<file path="src/rtl/seven_seg_scan_n_if.sv">
// ---------------------------------------------------------------------------
// seven_seg_scan_n_if
// Bundle of the display driver's data and pin signals.
//   master : the calculator side plus an observer of the panel pins
//            (drives load/value/dp_in/digit_en/blank_lz/blink_mask,
//             receives seg_n/dp_n/an_n/frame_done)
//   slave  : the scanner itself (the mirror of master)
// ---------------------------------------------------------------------------
interface seven_seg_scan_n_if #(
    parameter int DIGITS = 4
);
    logic                  load;
    logic [4*DIGITS-1:0]   value;
    logic [DIGITS-1:0]     dp_in;
    logic [DIGITS-1:0]     digit_en;
    logic                  blank_lz;
    logic [DIGITS-1:0]     blink_mask;
    logic [6:0]            seg_n;
    logic                  dp_n;
    logic [DIGITS-1:0]     an_n;
    logic                  frame_done;

    modport master (
        output load, value, dp_in, digit_en, blank_lz, blink_mask,
        input  seg_n, dp_n, an_n, frame_done
    );

    modport slave (
        input  load, value, dp_in, digit_en, blank_lz, blink_mask,
        output seg_n, dp_n, an_n, frame_done
    );
endinterface

</file>
<file path="src/rtl/seven_seg_scan_n.sv">
// ---------------------------------------------------------------------------
// seven_seg_scan_n
// Multiplexed common-anode seven-segment scanner for DIGITS digits.
// A load strobe captures value/dp_in into a shadow register; the shadow is
// copied into the display register only at frame boundaries so a frame never
// mixes old and new digits. Each digit slot starts with DEAD_CYCLES of all
// anodes off to suppress ghosting. Digits can be disabled, blinked and
// leading-zero blanked.
//
// Ports
//   clk        : system clock, rising edge
//   clr        : synchronous active-high reset
//   bus.load       : one-cycle strobe, captures value/dp_in into the shadow
//   bus.value      : packed hex nibbles, digit 0 rightmost
//   bus.dp_in      : decimal point per digit, 1 = lit
//   bus.digit_en   : per-digit enable (live)
//   bus.blank_lz   : leading-zero blanking enable (live)
//   bus.blink_mask : digits that blink (live)
//   bus.seg_n      : segments {g,f,e,d,c,b,a}, active-low, registered
//   bus.dp_n       : decimal point, active-low, registered
//   bus.an_n       : anodes, active-low, registered, at most one low
//   bus.frame_done : one-cycle pulse after each frame boundary
// ---------------------------------------------------------------------------
module seven_seg_scan_n #(
    parameter int DIGITS       = 4,
    parameter int SCAN_DIV     = 50000,
    parameter int DEAD_CYCLES  = 16,
    parameter int BLINK_FRAMES = 64
) (
    input  logic               clk,
    input  logic               clr,
    seven_seg_scan_n_if.slave  bus
);
    localparam int SLOT_W  = (SCAN_DIV > 1)     ? $clog2(SCAN_DIV)     : 1;
    localparam int IDX_W   = (DIGITS > 1)       ? $clog2(DIGITS)       : 1;
    localparam int BLINK_W = (BLINK_FRAMES > 1) ? $clog2(BLINK_FRAMES) : 1;

    localparam logic [SLOT_W-1:0]  SLOT_LAST  = SLOT_W'(SCAN_DIV - 1);
    localparam logic [SLOT_W-1:0]  SLOT_DEAD  = SLOT_W'(DEAD_CYCLES);
    localparam logic [IDX_W-1:0]   IDX_LAST   = IDX_W'(DIGITS - 1);
    localparam logic [BLINK_W-1:0] BLINK_LAST = BLINK_W'(BLINK_FRAMES - 1);

    // Scan counters
    logic [SLOT_W-1:0]   slot_cnt_reg,  slot_cnt_next;
    logic [IDX_W-1:0]    dig_idx_reg,   dig_idx_next;
    logic [BLINK_W-1:0]  blink_cnt_reg, blink_cnt_next;
    logic                blink_ph_reg,  blink_ph_next;

    // Shadow (written by load) and display (copied at frame boundary)
    logic [4*DIGITS-1:0] shadow_value_reg, shadow_value_next;
    logic [DIGITS-1:0]   shadow_dp_reg,    shadow_dp_next;
    logic [4*DIGITS-1:0] disp_value_reg,   disp_value_next;
    logic [DIGITS-1:0]   disp_dp_reg,      disp_dp_next;

    // Registered pin drivers
    logic [6:0]          seg_n_reg,      seg_n_next;
    logic                dp_n_reg,       dp_n_next;
    logic [DIGITS-1:0]   an_n_reg,       an_n_next;
    logic                frame_done_reg, frame_done_next;

    logic                slot_wrap;
    logic                frame_end;
    logic                drive;
    logic [DIGITS-1:0]   nib_zero;
    logic [DIGITS-1:0]   visible;
    logic [3:0]          disp_nib [DIGITS];

    function automatic logic [6:0] hex_to_seg(input logic [3:0] nib);
        logic [6:0] seg;
        case (nib)
            4'h0:    seg = 7'b1000000;
            4'h1:    seg = 7'b1111001;
            4'h2:    seg = 7'b0100100;
            4'h3:    seg = 7'b0110000;
            4'h4:    seg = 7'b0011001;
            4'h5:    seg = 7'b0010010;
            4'h6:    seg = 7'b0000010;
            4'h7:    seg = 7'b1111000;
            4'h8:    seg = 7'b0000000;
            4'h9:    seg = 7'b0010000;
            4'hA:    seg = 7'b0001000;
            4'hB:    seg = 7'b0000011;
            4'hC:    seg = 7'b1000110;
            4'hD:    seg = 7'b0100001;
            4'hE:    seg = 7'b0000110;
            default: seg = 7'b0001110;
        endcase
        return seg;
    endfunction

    // Per-digit visibility. A digit is leading-blanked when it and every
    // digit to its left hold zero; digit 0 always shows so "0" stays visible.
    for (genvar gi = 0; gi < DIGITS; gi++) begin : g_digit
        assign disp_nib[gi] = disp_value_reg[4*gi +: 4];
        assign nib_zero[gi] = (disp_value_reg[4*gi +: 4] == 4'h0);
        if (gi == 0) begin : g_first
            assign visible[gi] = bus.digit_en[gi]
                               & ~(bus.blink_mask[gi] & blink_ph_reg);
        end else begin : g_rest
            assign visible[gi] = bus.digit_en[gi]
                               & ~(bus.blink_mask[gi] & blink_ph_reg)
                               & ~(bus.blank_lz & (&nib_zero[DIGITS-1:gi]));
        end
    end

    // Counter and register next-state
    always_comb begin
        slot_wrap = (slot_cnt_reg == SLOT_LAST);
        frame_end = slot_wrap && (dig_idx_reg == IDX_LAST);

        slot_cnt_next     = slot_wrap ? '0 : slot_cnt_reg + 1'b1;
        dig_idx_next      = dig_idx_reg;
        blink_cnt_next    = blink_cnt_reg;
        blink_ph_next     = blink_ph_reg;
        shadow_value_next = shadow_value_reg;
        shadow_dp_next    = shadow_dp_reg;
        disp_value_next   = disp_value_reg;
        disp_dp_next      = disp_dp_reg;

        if (slot_wrap) begin
            dig_idx_next = (dig_idx_reg == IDX_LAST) ? '0 : dig_idx_reg + 1'b1;
        end

        if (frame_end) begin
            // Pre-edge shadow: a load on this same edge waits a frame.
            disp_value_next = shadow_value_reg;
            disp_dp_next    = shadow_dp_reg;
            if (blink_cnt_reg == BLINK_LAST) begin
                blink_cnt_next = '0;
                blink_ph_next  = ~blink_ph_reg;
            end else begin
                blink_cnt_next = blink_cnt_reg + 1'b1;
            end
        end

        if (bus.load) begin
            shadow_value_next = bus.value;
            shadow_dp_next    = bus.dp_in;
        end
    end

    // Pin next-state, computed from the current (pre-edge) scan position
    always_comb begin
        drive           = (slot_cnt_reg >= SLOT_DEAD) && visible[dig_idx_reg];
        an_n_next       = '1;
        seg_n_next      = 7'h7F;
        dp_n_next       = 1'b1;
        frame_done_next = frame_end;
        if (drive) begin
            an_n_next[dig_idx_reg] = 1'b0;
            seg_n_next             = hex_to_seg(disp_nib[dig_idx_reg]);
            dp_n_next              = ~disp_dp_reg[dig_idx_reg];
        end
    end

    always_ff @(posedge clk) begin
        if (clr) begin
            slot_cnt_reg     <= '0;
            dig_idx_reg      <= '0;
            blink_cnt_reg    <= '0;
            blink_ph_reg     <= 1'b0;
            shadow_value_reg <= '0;
            shadow_dp_reg    <= '0;
            disp_value_reg   <= '0;
            disp_dp_reg      <= '0;
            seg_n_reg        <= 7'h7F;
            dp_n_reg         <= 1'b1;
            an_n_reg         <= '1;
            frame_done_reg   <= 1'b0;
        end else begin
            slot_cnt_reg     <= slot_cnt_next;
            dig_idx_reg      <= dig_idx_next;
            blink_cnt_reg    <= blink_cnt_next;
            blink_ph_reg     <= blink_ph_next;
            shadow_value_reg <= shadow_value_next;
            shadow_dp_reg    <= shadow_dp_next;
            disp_value_reg   <= disp_value_next;
            disp_dp_reg      <= disp_dp_next;
            seg_n_reg        <= seg_n_next;
            dp_n_reg         <= dp_n_next;
            an_n_reg         <= an_n_next;
            frame_done_reg   <= frame_done_next;
        end
    end

    assign bus.seg_n      = seg_n_reg;
    assign bus.dp_n       = dp_n_reg;
    assign bus.an_n       = an_n_reg;
    assign bus.frame_done = frame_done_reg;
endmodule

</file>
<file path="src/flat_wrapper.sv">
// flat-port wrapper written by rule: the top's interface ports become plain ports
module seven_seg_scan_n_flat 
#(
    parameter int DIGITS       = 4,
    parameter int SCAN_DIV     = 50000,
    parameter int DEAD_CYCLES  = 16,
    parameter int BLINK_FRAMES = 64
)
  (clk, clr, bus_load, bus_value, bus_dp_in, bus_digit_en, bus_blank_lz, bus_blink_mask, bus_seg_n, bus_dp_n, bus_an_n, bus_frame_done);
  seven_seg_scan_n_if #(.DIGITS(DIGITS)) bus_i ();
  input  logic clk;
  input  logic clr;
  input wire logic [$bits(bus_i.load)-1:0] bus_load;
  input wire logic [$bits(bus_i.value)-1:0] bus_value;
  input wire logic [$bits(bus_i.dp_in)-1:0] bus_dp_in;
  input wire logic [$bits(bus_i.digit_en)-1:0] bus_digit_en;
  input wire logic [$bits(bus_i.blank_lz)-1:0] bus_blank_lz;
  input wire logic [$bits(bus_i.blink_mask)-1:0] bus_blink_mask;
  output wire logic [$bits(bus_i.seg_n)-1:0] bus_seg_n;
  output wire logic [$bits(bus_i.dp_n)-1:0] bus_dp_n;
  output wire logic [$bits(bus_i.an_n)-1:0] bus_an_n;
  output wire logic [$bits(bus_i.frame_done)-1:0] bus_frame_done;
  assign bus_i.load = bus_load;
  assign bus_i.value = bus_value;
  assign bus_i.dp_in = bus_dp_in;
  assign bus_i.digit_en = bus_digit_en;
  assign bus_i.blank_lz = bus_blank_lz;
  assign bus_i.blink_mask = bus_blink_mask;
  assign bus_seg_n = bus_i.seg_n;
  assign bus_dp_n = bus_i.dp_n;
  assign bus_an_n = bus_i.an_n;
  assign bus_frame_done = bus_i.frame_done;
  seven_seg_scan_n #(.DIGITS(DIGITS), .SCAN_DIV(SCAN_DIV), .DEAD_CYCLES(DEAD_CYCLES), .BLINK_FRAMES(BLINK_FRAMES)) u_core (.clk(clk), .clr(clr), .bus(bus_i));
endmodule
</file>
<file path="config.mk">
export PLATFORM = sky130hd
export DESIGN_NAME = seven_seg_scan_n_flat
export DESIGN_NICKNAME = d
export VERILOG_FILES = /design/src/rtl/seven_seg_scan_n_if.sv /design/src/rtl/seven_seg_scan_n.sv /design/src/flat_wrapper.sv
export SDC_FILE = /design/constraint.sdc
export NUM_CORES = 1
export LEC_CHECK = 0
export BUFFER_PORTS_ARGS = -buffer_cell sky130_fd_sc_hd__buf_2
export CELL_PAD_IN_SITES_DETAIL_PLACEMENT = 1
export CELL_PAD_IN_SITES_GLOBAL_PLACEMENT = 1
export CORE_UTILIZATION = 39
export DETAILED_ROUTE_END_ITERATION = 10
export PLACE_DENSITY = 0.81
export SETUP_SLACK_MARGIN = 0.5
export SYNTH_ARGS = -nofsm -noshare
export SYNTH_HDL_FRONTEND = slang
export SYNTH_SLANG_ARGS = --single-unit
export TNS_END_PERCENT = 20
</file>
<file path="constraint.sdc">
create_clock -name clk -period 1.9 [get_ports clk]
set_clock_uncertainty 0.1 [all_clocks]
set_input_delay 0.19 -clock clk [delete_from_list [all_inputs] [get_ports clk]]
set_output_delay 0.19 -clock clk [all_outputs]
set_load 0.03 [all_outputs]
</file>
Word-level counts from Yosys, hierarchy flattened --
Memories as Yosys holds them, arrays and structs flattened. A register that Yosys moved wholly into a read port is not among the register bits. Index checks and enable logic that the tools add are counted.
Storage, ports and cells: register bits 71, bits in read-only memories 112, bits of input ports 32, output and inout port bits 13, logic and storage cells 70, memories kept 1
Operators by class: $add $sub $neg 3, $lt $le $gt $ge 4, eq/ne operators 3, mux-type cells 11, bitwise logic cells 26, reduce and logical (&&, ||, !) cells 11
Memories:
- (no name shown) | words 16, bits a word 7, rd ports 1, clocked after Yosys merged registers in 1, wr ports 0, RTL line seven_seg_scan_n.sv:70 | case (nib)
Operators with widths (count):
- adder 16 x 1 -> 16 bit, second input constant | 1
- equality test 16 bit, second input constant | 1
- >= comparator 16 x 5 -> 1 bit, second input constant | 1
- AND 1 bit | 14
- zero test 4 bit | 3
- inverter 1 bit | 10
- binary-select mux 4 bit (select 2 bit) | 1
- 2-to-1 mux 4 bit | 2
- adder 6 x 1 -> 6 bit, second input constant | 1
- equality test 6 bit, second input constant | 1
- 2-to-1 mux 6 bit | 1
- binary-select mux 1 bit (select 2 bit) | 2
- inverter 4 bit | 1
- AND reduction 2 bit | 2
- OR reduction 2 bit | 2
- >= comparator 3 bit, second input constant | 1
- logical AND 1 bit | 3
- < comparator 2 x 3 -> 1 bit, second input constant | 1
- 2-to-1 mux 1 bit | 3
- inverter 2 -> 3 bit | 1
- AND reduction 3 bit | 1
- adder 2 x 1 -> 2 bit, second input constant | 1
- demux 1 bit (select 2 bit) | 1
- equality test 2 bit, second input constant | 1
- 2 further kinds | 2

Logic depth before layout (Yosys ltp) --
Gate-level depths: netlist of run 1.
depth in word-level cells 10, mapped depth 8

Least setup slack after synthesis of run 1 --
OpenSTA, ideal clock, no wires.
path kind reg-to-reg, start point register u_core.dig_idx_reg[0], end point register u_core.seg_n_reg[4] (netlist: u_core.bus.seg_n[4]), arrival time 1842 ps, setup slack -175 ps, stages on the path, launching flop included 8, period minus slack after synthesis 2075 ps, cell sequence dfxtp_1 -> buf_2 -> inv_1 -> nand3_1 -> a32o_1 -> a2111oi_0 -> buf_2 -> o211ai_1
On the way: cells in the longest elaborated chain, start to end 5, elaborated cells on any way between the ends 9, classes of those cells mux (5); bitwise (2); reduce/logical (2)
RTL lines:
- start, declared | RTL line seven_seg_scan_n.sv:45 | logic [IDX_W-1:0] dig_idx_reg, dig_idx_next;
- start signal, assigned | RTL line seven_seg_scan_n.sv:172 | dig_idx_reg <= dig_idx_next;
- binary-select mux 1 bit (select 2 bit) | RTL line seven_seg_scan_n.sv:144 | drive = (slot_cnt_reg >= SLOT_DEAD) && visible[dig_idx_reg];
- 2-to-1 mux 1 bit (implied by the code) | RTL line seven_seg_scan_n.sv:144
- logical AND 1 bit | RTL line seven_seg_scan_n.sv:144
- inverter 1 bit (no line)
- OR reduction 2 bit (no line)
- end, declared | RTL line seven_seg_scan_n.sv:56 | logic [6:0] seg_n_reg, seg_n_next;
Parallel ways exist; a longest one is shown, timed or not. The select of a mux whose other input is x is not followed. A chain may end at the register's enable or synchronous reset.

Worst setup path after layout of run 1 --
start point register u_core.slot_cnt_reg[7], end point register u_core.disp_value_reg[9]
On the way: cells in the longest elaborated chain, start to end 2
RTL lines:
- start, declared | RTL line seven_seg_scan_n.sv:44 | logic [SLOT_W-1:0] slot_cnt_reg, slot_cnt_next;
- start signal, assigned | RTL line seven_seg_scan_n.sv:171 | slot_cnt_reg <= slot_cnt_next;
- equality test 16 bit | RTL line seven_seg_scan_n.sv:108 | slot_wrap = (slot_cnt_reg == SLOT_LAST);
- logical AND 1 bit | RTL line seven_seg_scan_n.sv:109 | frame_end = slot_wrap && (dig_idx_reg == IDX_LAST);
- end signal, assigned | RTL line seven_seg_scan_n.sv:177 | disp_value_reg <= disp_value_next;
- end, declared | RTL line seven_seg_scan_n.sv:52 | logic [4*DIGITS-1:0] disp_value_reg, disp_value_next;
No other way between the ends.

==> results.tsv, run 1 <==
stage	metric	value	unit
floorplanning	die height	94.6	µm
worst_setup_path	startpoint class of the critical path	flip-flop	
synth	Seq cells post-synth	78	
power	static leakage	1.83	nW
sta	Max Slew Vio Count	0	
grt	initial antenna violation count	1	
sta	worst hold margin	0.0192	ns
finish	share of cells above drive strength 1	0.364	
worst_setup_path	Critical Path AT	2.31	ns
outcome	status	finished with violations	
drt	TritonRoute pass-1 iters	5	
placement	gpl congestion	0.778	
hold_path	beginning of the worst hold path	bus_value[9]	
finish	layout net count	529	
cts	Worst-path clk slew	0.09	ns
synth	async set-reset flop share out of synthesis	0	
power	Int Pwr	2.24	mW
worst_setup_path	Crit Path Class	reg2reg	
grt	grt ovf	0	
synth	top cell type's share of synthesized area	0.467	
synth	Netlist cell types	42	
synth	Ys Warns	0	
cts	clk buf depth	2	
synth	most frequent cell after synthesis	dfxtp_1	
power	Sw Pwr	0.796	mW
placement	hpwl dp	6680	µm
cts	H-tree depth	3	
sta	worst rel slew slack	0.596	
drt	wire length per cell	19.1	µm
synth	Syn Inst Count	376	
synth	Post-Syn Nets	421	
sta	transition time of the tightest slew-check pin	0.607	ns
grt	GRT Total Usage	0.247	
power	Comb pwr share	0.063	
sta	crit path time final	2.13	ns
power	peak supply drop	0.468	mV
sta	setup TNS	-7.04	ns
run	Max Cap Violations	0	
sta	Achievable Freq	469	MHz
sta	Final period util	1.12	
power	Clock Power Share	0.383	
synth	register area share after synthesis	0.467	
cts	CTS root buf	clkbuf_8	
floorplanning	Die Wd	94.6	µm
floorplanning	die area	8960	µm²
placement	worst slack, placed	-0.179	ns
outcome	failing checks	setup timing	
finish	Area growth, synth to finish	40.3	%
floorplanning	# IOs	45	
drt	total vias in the final route	3197	
sta	final hold viol count	0	
worst_setup_path	CP endpoint kind	flip-flop	
power	Sw Share	0.262	
grt	pin count of the biggest net entering global routing	37	
placement	port buffer count	44	
worst_setup_path	worst endpoint required time	2.08	ns
worst_setup_path	CP Launch Point	u_core.slot_cnt_reg[7]$_SDFF_PP0_	
synth	leading area contributor after synthesis	dfxtp_1	
drt	Routed Antenna Nets	0	
placement	Post-Place Cells	548	
hold_path	hold crit path type	in2reg	
drt	drt initial violations	167	
drt	via/cell ratio	5.37	
sta	Setup-failing EPs final	55	
sta	Final Worst Setup Slack	-0.231	ns
cts	CTS tree	built	
finish	non-filler instance count after layout	595	
synth	syn avg cell area	8.90	µm²
cts	Sinks on Clock Net	78	
synth	top_reg_cell synth	dfxtp_1	
worst_setup_path	crit path max fanout	6	
synth	synth top area cells	dfxtp_1 47%, nand2_1 7.3%, mux2i_1 6.0%	
drt	drt total wl	11400	µm
floorplanning	Core Region	8260	µm²
grt	first-pass GRT wire length	16700	µm
drt	drt drc	0	
floorplanning	Placement Rows	33	
power	Reg power frac	0.554	
grt	number of global-route vias before repair	3287	
synth	Post-Syn Area	3350	µm²
worst_setup_path	Reg-to-Reg Start	u_core.slot_cnt_reg[7]$_SDFF_PP0_	
power	PwrDens	647	nW/µm²
cts	Num CTS Buffers	9	
power	Tot Pwr	3.04	mW
sta	RSZ-0062 raised after global routing	yes	
floorplanning	Initial Util	0.405	
cts	Worst-Skew Late Latency	0.36	ns
synth	Post-synth EDFFs	0	
synth	Post-synth top cells	78 x dfxtp_1, 65 x nand2_1, 47 x nor2_1, 32 x a21oi_1, 20 x mux2i_1	
==> logic make-up after synthesis <==
logic type	after synthesis	share of synthesized area
multiplexers	27	0.100
AO/OA/AOI/OAI	51	0.0897
adder cells (fa/ha/maj)	13	0.0486
AND/OR/NAND/NOR	160	0.217
buffers and inverters	33	0.0415
XOR/XNOR	14	0.0366
flip-flops	78	0.467
==> final timing paths <==
check	endpoint	slack, ns	cells after the start
max	u_core.disp_value_reg[9]$_SDFFE_PP0N_	-0.23	7
min	u_core.shadow_value_reg[9]$_SDFFE_PP0P_	0.02	3
max reg2reg	u_core.disp_value_reg[9]$_SDFFE_PP0N_	-0.23	7
min reg2reg	u_core.disp_dp_reg[3]$_SDFFE_PP0N_	0.36	2
==> power by group through the flow <==
stage / clock network (mW) / registers, mW / logic [mW]
6_report: 1.16 / 1.68 / 0.193
5_1_grt: 1.23 / 1.69 / 0.208
2_1_floorplan: 0 / 1.72 / 0.0803
3_5_place_dp: 0 / 1.72 / 0.151
4_1_cts: 1.15 / 1.68 / 0.184
3_3_place_gp: 0 / 1.72 / 0.142
==> area by class of cell <==
class / count / area (µm²)
antenna: 1 / 2.50
multi-input combinational: 265 / 1870
fill: 956 / 3560
tap: 105 / 131
sequential: 78 / 1570
clock buffer: 10 / 128
clock inverter: 6 / 48.8
inverter: 13 / 53.8
timing repair buffer: 117 / 898
==> per-layer routing <==
layer,up-vias,part of all wire,GRT usage
met2,97,0.50,0.439
met4,0,0.045,0.112
met5,-,0,0
met1,1572,0.42,0.291
li1,1493,-,-
met3,35,0.041,0.0378
==> cells in the final DEF (no fill, tap or decap), types with 6 or more instances in the layout <==
master | synthesis | final
dlygate4sd3_1 | 0 | 19
inv_1 | 13 | 10
nand3_1 | 16 | 14
buf_6 | 1 | 6
mux2i_1 | 20 | 20
buf_2 | 6 | 44
xnor2_1 | 12 | 12
buf_4 | 0 | 44
a21oi_1 | 32 | 18
a21oi_2 | 0 | 14
dfxtp_1 | 78 | 76
ha_1 | 13 | 9
clkbuf_8 | 0 | 9
nand2_2 | 0 | 12
nor2_1 | 47 | 47
nand2_1 | 65 | 52
==> metrics by stage <==
stage,area [µm²],utilization
after floorplan,3440,-
after global placement,4030,0.488
after detailed placement,4030,0.488
after CTS,4530,0.548
after global routing,4690,0.568
final,4690,0.568
==> what timing repair did <==
item                                    in CTS  in global routing
setup buffers                                6                  2
endpoints found under the hold margin       19                  0
hold buffers                                19                  0
endpoints found under the setup margin      57                 57
gates resized for setup                     23                 28
cloned                                       1                  2
pin swaps                                   22                  5
==> worst max-delay path, cell delays in order (launching register included) <==
cell	delay [ns]
dfxtp_1	0.34
or4_4	0.53
nor4_4	0.21
buf_4	0.21
and3_4	0.26
buf_12	0.14
nand2_1	0.06
a21oi_1	0.20
Power figures use the tool's default switching activity.
==> inputs of run 2 (changes only) <==
Settings changed: CORE_ASPECT_RATIO set to 1.2, SETUP_SLACK_MARGIN 0.5 to 0.02, SKIP_CTS_REPAIR_TIMING set to 1.
==> run 2 against run 1 <==
The flow finishes with violations (hold timing, setup timing). Design area shrank 7.9%. Total power is 0.65% lower. Cell count decreased by 2.4%. Die area about the same. Combinational power is 12% lower. Routed wire length shrank 20%. Largest cell class unchanged. Register-to-register slack better by 0.07 ns. Highest routed layer unchanged. Critical path type unchanged. Largest power group unchanged. Critical path depth grew 1. Global-route usage decreased by 4.8 points.
==> results.tsv, run 2 (synthesis results as in run 1) <==
stage	metric	value	unit	change
outcome	status	finished with violations		
outcome	failing checks	hold timing, setup timing		
cts	CTS tree	built		
floorplanning	# IOs	45		unchanged
sta	transition time of the tightest slew-check pin	0.590	ns	-0.0166 ns
drt	via/cell ratio	5.12		-4.7%
floorplanning	Initial Util	0.406		+0.000738
sta	RSZ-0062 raised after global routing	yes		
power	peak supply drop	0.445	mV	-4.9%
finish	fillcell total	957		+0.10%
sta	Final Worst Setup Slack	-0.161	ns	+0.0698 ns
cts	Worst-path clk slew	0.08	ns	about the same
drt	Routed Antenna Nets	0		unchanged
finish	layout net count	507		-4.2%
drt	drt initial violations	59		-65%
finish	register area	1570	µm²	unchanged
cts	Worst-Skew Late Latency	0.36	ns	about the same
cts	H-tree depth	3		unchanged
grt	initial antenna violation count	0		-1
sta	Setup-failing EPs final	55		unchanged
placement	dpl cell area	3910	µm²	-2.9%
cts	Num CTS Buffers	9		unchanged
worst_setup_path	crit path max fanout	15		+9
power	PwrDens	698	nW/µm²	+7.9%
finish	most common cell after layout, fill and taps aside	dfxtp_1		
floorplanning	die height	103	µm	+9.3%
sta	crit path time final	2.06	ns	-0.0698 ns
sta	setup TNS	-5.81	ns	+1.23 ns
grt	grt ovf	0		unchanged
power	static leakage	1.68	nW	-8.0%
hold_path	hold crit path type	in2reg		
cts	clk buf depth	2		unchanged
placement	hpwl dp	6100	µm	-8.6%
floorplanning	die area	8960	µm²	about the same
worst_setup_path	worst endpoint required time	2.05	ns	-0.03 ns
floorplanning	Placement Rows	36		+9.1%
grt	GRT Total Usage	0.199		-0.0485
drt	drt total wl	9130	µm	-20%
finish	share of cells above drive strength 1	0.255		-0.109
cts	CTS root buf	clkbuf_8		
worst_setup_path	Critical Path AT	2.21	ns	-0.10 ns
placement	Post-Place Cells	547		-0.18%
sta	Achievable Freq	485	MHz	+3.4%
finish	ant diodes	0		-1
finish	multi-input gate area in the final layout	1680	µm²	-9.8%
finish	Design Area, Final	4320	µm²	-7.9%
placement	port buffer count	44		unchanged
drt	TritonRoute pass-1 iters	4		-1
floorplanning	Core Region	8240	µm²	-0.18%
sta	worst rel slew slack	0.607		+0.0111
drt	wire length per cell	15.7	µm	-18%
sta	final hold viol count	7		+7
placement	worst slack, placed	-0.239	ns	-0.0603 ns
placement	gpl congestion	0.804		+3.5%
finish	Core Util, Final	0.524		-0.0440
cts	Sinks on Clock Net	78		unchanged
drt	drt drc	0		unchanged
sta	Max Slew Vio Count	0		unchanged
finish	leading cell types in the layout, fill and taps excluded	76 x dfxtp_1, 65 x nand2_1, 47 x nor2_1, 44 x buf_2, 34 x buf_4		
floorplanning	Die Wd	86.6	µm	-8.5%
run	Max Cap Violations	0		unchanged
sta	Final period util	1.08		-0.0367
worst_setup_path	CP endpoint kind	flip-flop		
finish	non-filler instance count after layout	581		-2.4%
worst_setup_path	startpoint class of the critical path	flip-flop		
worst_setup_path	worst reg2reg setup slack	-0.16	ns	+0.07 ns
sta	worst hold margin	-0.0225	ns	-0.0417 ns
grt	pin count of the biggest net entering global routing	47		+27%
grt	first-pass GRT wire length	13500	µm	-19%
grt	number of global-route vias before repair	2868		-13%
finish	Area growth, synth to finish	29.2	%	
drt	total vias in the final route	2974		-7.0%
worst_setup_path	Crit Path Class	reg2reg		
## run 2: layer usage
| metal | global-route usage | vias up | part of all wire |
|---|---|---|---|
| met3 | 0.0437 | 25 | 0.043 |
| li1 | - | 1438 | - |
| met2 | 0.349 | 67 | 0.52 |
| met1 | 0.229 | 1444 | 0.41 |
| met4 | 0.103 | 0 | 0.030 |
| met5 | 0 | - | 0 |
## run 2: layout make-up
class / instances / area share
multi-input cells: 265 / 0.389
flip-flops and latches: 78 / 0.362
repair buffers: 95 / 0.161
clock buffers: 12 / 0.0382
well taps: 114 / 0.0330
inverters: 13 / 0.0113
clock inverters: 4 / 0.00463
## run 2: critical path, stage by stage, from the launching register on
cell and delay, ns:
dfxtp_1 0.32, or4_4 0.55, nor4_4 0.20, buf_4 0.19, buf_4 0.11, and2_1 0.14, or2_1 0.15, buf_12 0.15
nor2_1 0.06
## run 2: final timing paths
check	from	end	cells past startpoint
worst max-delay path	u_core.slot_cnt_reg[12]$_SDFF_PP0_	u_core.slot_cnt_reg[13]$_SDFF_PP0_	8
worst min register to register	u_core.shadow_value_reg[9]$_SDFFE_PP0P_	u_core.disp_value_reg[9]$_SDFFE_PP0N_	2
worst max register to register	u_core.slot_cnt_reg[12]$_SDFF_PP0_	u_core.slot_cnt_reg[13]$_SDFF_PP0_	8
worst min-delay path	bus_value[4]	u_core.shadow_value_reg[4]$_SDFFE_PP0P_	3
## run 2: per-stage QoR
step / power (mW) / hold slack [ns]
finish: 3.02 / -0.0225
global route: 3.12 / -0.00526
CTS: 3.02 / -0.0521
detailed placement: 1.86 / 0.335
global placement: 1.85 / 0.323
floorplan: 1.80 / 0.237
## run 2: power by group
group / total, mW / switching, mW / internal (mW)
Sequential: 1.68 / 0.0164 / 1.66
Combinational: 0.169 / 0.0830 / 0.0859
Clock: 1.17 / 0.598 / 0.572
==> inputs of run 3 (changes only) <==
Settings changed: CELL_PAD_IN_SITES_DETAIL_PLACEMENT 1 to 0, MAX_ROUTING_LAYER set to met4.
==> run 3 against run 2 <==
The run still ends with hold timing, setup timing left. Critical path depth is 3 lower. Sequential cell count stayed put. First-iteration DRC count is 8.5% lower. Clock-buffer cell count is 1 higher. Sequential share of layout area is 0.13 points lower. Routed wire length is 23% lower. Largest power group unchanged.
==> results.tsv, run 3 (synthesis results as in run 1) <==
stage	metric	value	unit	change
finish	Core Util, Final	0.527		+0.00228
power	PwrDens	705	nW/µm²	+0.96%
cts	Num CTS Buffers	9		unchanged
worst_setup_path	path depth of the worst reg2reg path	5		-3
cts	Worst-Skew Late Latency	0.36	ns	about the same
floorplanning	Initial Util	0.406		unchanged
floorplanning	Placement Rows	36		unchanged
drt	total vias in the final route	2753		-7.4%
grt	number of global-route vias before repair	2554		-11%
sta	Achievable Freq	490	MHz	+1.1%
drt	drt drc	0		unchanged
floorplanning	die area	8960	µm²	unchanged
grt	pin count of the biggest net entering global routing	47		unchanged
cts	Worst-path clk slew	0.08	ns	about the same
worst_setup_path	startpoint class of the critical path	flip-flop		
power	static leakage	1.68	nW	-0.36%
floorplanning	Die Wd	86.6	µm	unchanged
hold_path	hold crit path type	in2reg		
cts	H-tree depth	3		unchanged
placement	port buffer count	44		unchanged
sta	Final Worst Setup Slack	-0.139	ns	+0.0224 ns
power	peak supply drop	0.470	mV	+5.6%
sta	setup TNS	-1.59	ns	+4.21 ns
run	Max Cap Violations	0		unchanged
worst_setup_path	worst endpoint required time	2.09	ns	+0.04 ns
sta	worst hold margin	-0.0310	ns	-0.00854 ns
hold_path	worst hold stages	3		unchanged
finish	Area growth, synth to finish	29.7	%	
floorplanning	Core Region	8240	µm²	unchanged
grt	GRT Total Usage	0.176		-0.0231
cts	clk buf depth	2		unchanged
finish	fillcell total	769		-20%
cts	CTS tree	built		
floorplanning	# IOs	45		unchanged
sta	RSZ-0062 raised after global routing	yes		
finish	share of cells above drive strength 1	0.263		+0.00857
worst_setup_path	crit path max fanout	6		-9
cts	CTS root buf	clkbuf_8		
placement	hpwl dp	4920	µm	-19%
drt	drt initial violations	54		-8.5%
sta	Setup-failing EPs final	43		-22%
finish	ant diodes	0		unchanged
cts	Sinks on Clock Net	78		unchanged
drt	drt total wl	7030	µm	-23%
floorplanning	die height	103	µm	unchanged
worst_setup_path	CP Launch Point	u_core.slot_cnt_reg[12]$_SDFF_PP0_		
drt	wire length per cell	12.1	µm	-23%
finish	leading cell types in the layout, fill and taps excluded	75 x dfxtp_1, 62 x nand2_1, 47 x nor2_1, 44 x buf_2, 33 x buf_4		
worst_setup_path	Crit Path Class	reg2reg		
finish	multi-input gate area in the final layout	1700	µm²	+1.2%
sta	Final period util	1.07		-0.0118
outcome	failing checks	hold timing, setup timing		
grt	grt ovf	0		unchanged
hold_path	beginning of the worst hold path	bus_value[5]		
worst_setup_path	Worst R2R End	u_core.blink_cnt_reg[4]$_SDFFE_PP0N_		
sta	transition time of the tightest slew-check pin	0.568	ns	-0.0222 ns
outcome	status	finished with violations		
finish	layout net count	509		+0.39%
worst_setup_path	Critical Path AT	2.23	ns	+0.02 ns
grt	initial antenna violation count	0		unchanged
drt	TritonRoute pass-1 iters	4		unchanged
worst_setup_path	worst reg2reg setup slack	-0.14	ns	+0.02 ns
placement	gpl congestion	0.816		+1.5%
worst_setup_path	Reg-to-Reg Start	u_core.slot_cnt_reg[12]$_SDFF_PP0_		
sta	worst rel slew slack	0.621		+0.0148
drt	Routed Antenna Nets	0		unchanged
sta	Max Slew Vio Count	0		unchanged
hold_path	WHS Endpoint	u_core.shadow_value_reg[5]$_SDFFE_PP0P_		
finish	register area	1570	µm²	about the same
grt	first-pass GRT wire length	11700	µm	-14%
finish	most common cell after layout, fill and taps aside	dfxtp_1		
worst_setup_path	CP endpoint kind	flip-flop		
sta	final hold viol count	4		-3
sta	crit path time final	2.04	ns	-0.0224 ns
drt	via/cell ratio	4.74		-7.4%
==> run 3: worst max path at each step <==
stage	depth (start not counted)	slack [ns]	endpoint
after detailed placement	6	-0.25	u_core.bus.seg_n[2]$_SDFF_PP1_
after floorplan	6	-0.12	u_core.blink_ph_reg$_SDFFE_PP0P_
final	5	-0.14	u_core.blink_cnt_reg[4]$_SDFFE_PP0N_
after global placement	6	-0.19	u_core.bus.seg_n[2]$_SDFF_PP1_
after global routing	5	-0.23	u_core.blink_cnt_reg[4]$_SDFFE_PP0N_
after CTS	6	-0.29	u_core.bus.seg_n[2]$_SDFF_PP1_
==> run 3: area by class of cell <==
class,count,area share
Timing Repair Buffer,97,0.159
Tap cell,114,0.0329
Multi-Input combinational cell,265,0.392
Clock inverter,1,0.00692
Clock buffer,13,0.0366
Inverter,13,0.0112
Sequential cell,78,0.361
==> run 3: critical path: stages (launching register included) <==
cell and delay (ns):
dfxtp_2 0.32, or4_4 0.54, nor4_4 0.19, nand3_2 0.17
or4_1 0.50, a21oi_1 0.14
==> run 3: per-stage QoR <==
| stage | power, mW | instances | setup WS [ns] | area [µm²] |
|---|---|---|---|---|
| 2_1_floorplan | 1.80 | 376 | -0.116 | 3380 |
| 3_3_place_gp | 1.85 | 547 | -0.189 | 3910 |
| 6_report | 3.06 | 581 | -0.139 | 4340 |
| 4_1_cts | 3.09 | 561 | -0.286 | 4100 |
| 5_1_grt | 3.19 | 581 | -0.233 | 4340 |
| 3_5_place_dp | 1.86 | 547 | -0.248 | 3910 |
==> run 3: power by group <==
group / switching [mW] / internal (mW) / leakage, nW
sequential: 0.0150 / 1.66 / 0.635
combinational: 0.0740 / 0.0908 / 0.947
clock: 0.551 / 0.666 / 0.0956
total: 0.640 / 2.42 / 1.68
==> run 3: metal layers <==
layer	share of wire	track usage
met1	0.48	0.216
met2	0.46	0.269
met3	0.041	0.0500
met4	0.019	0.0782
met5	0	-
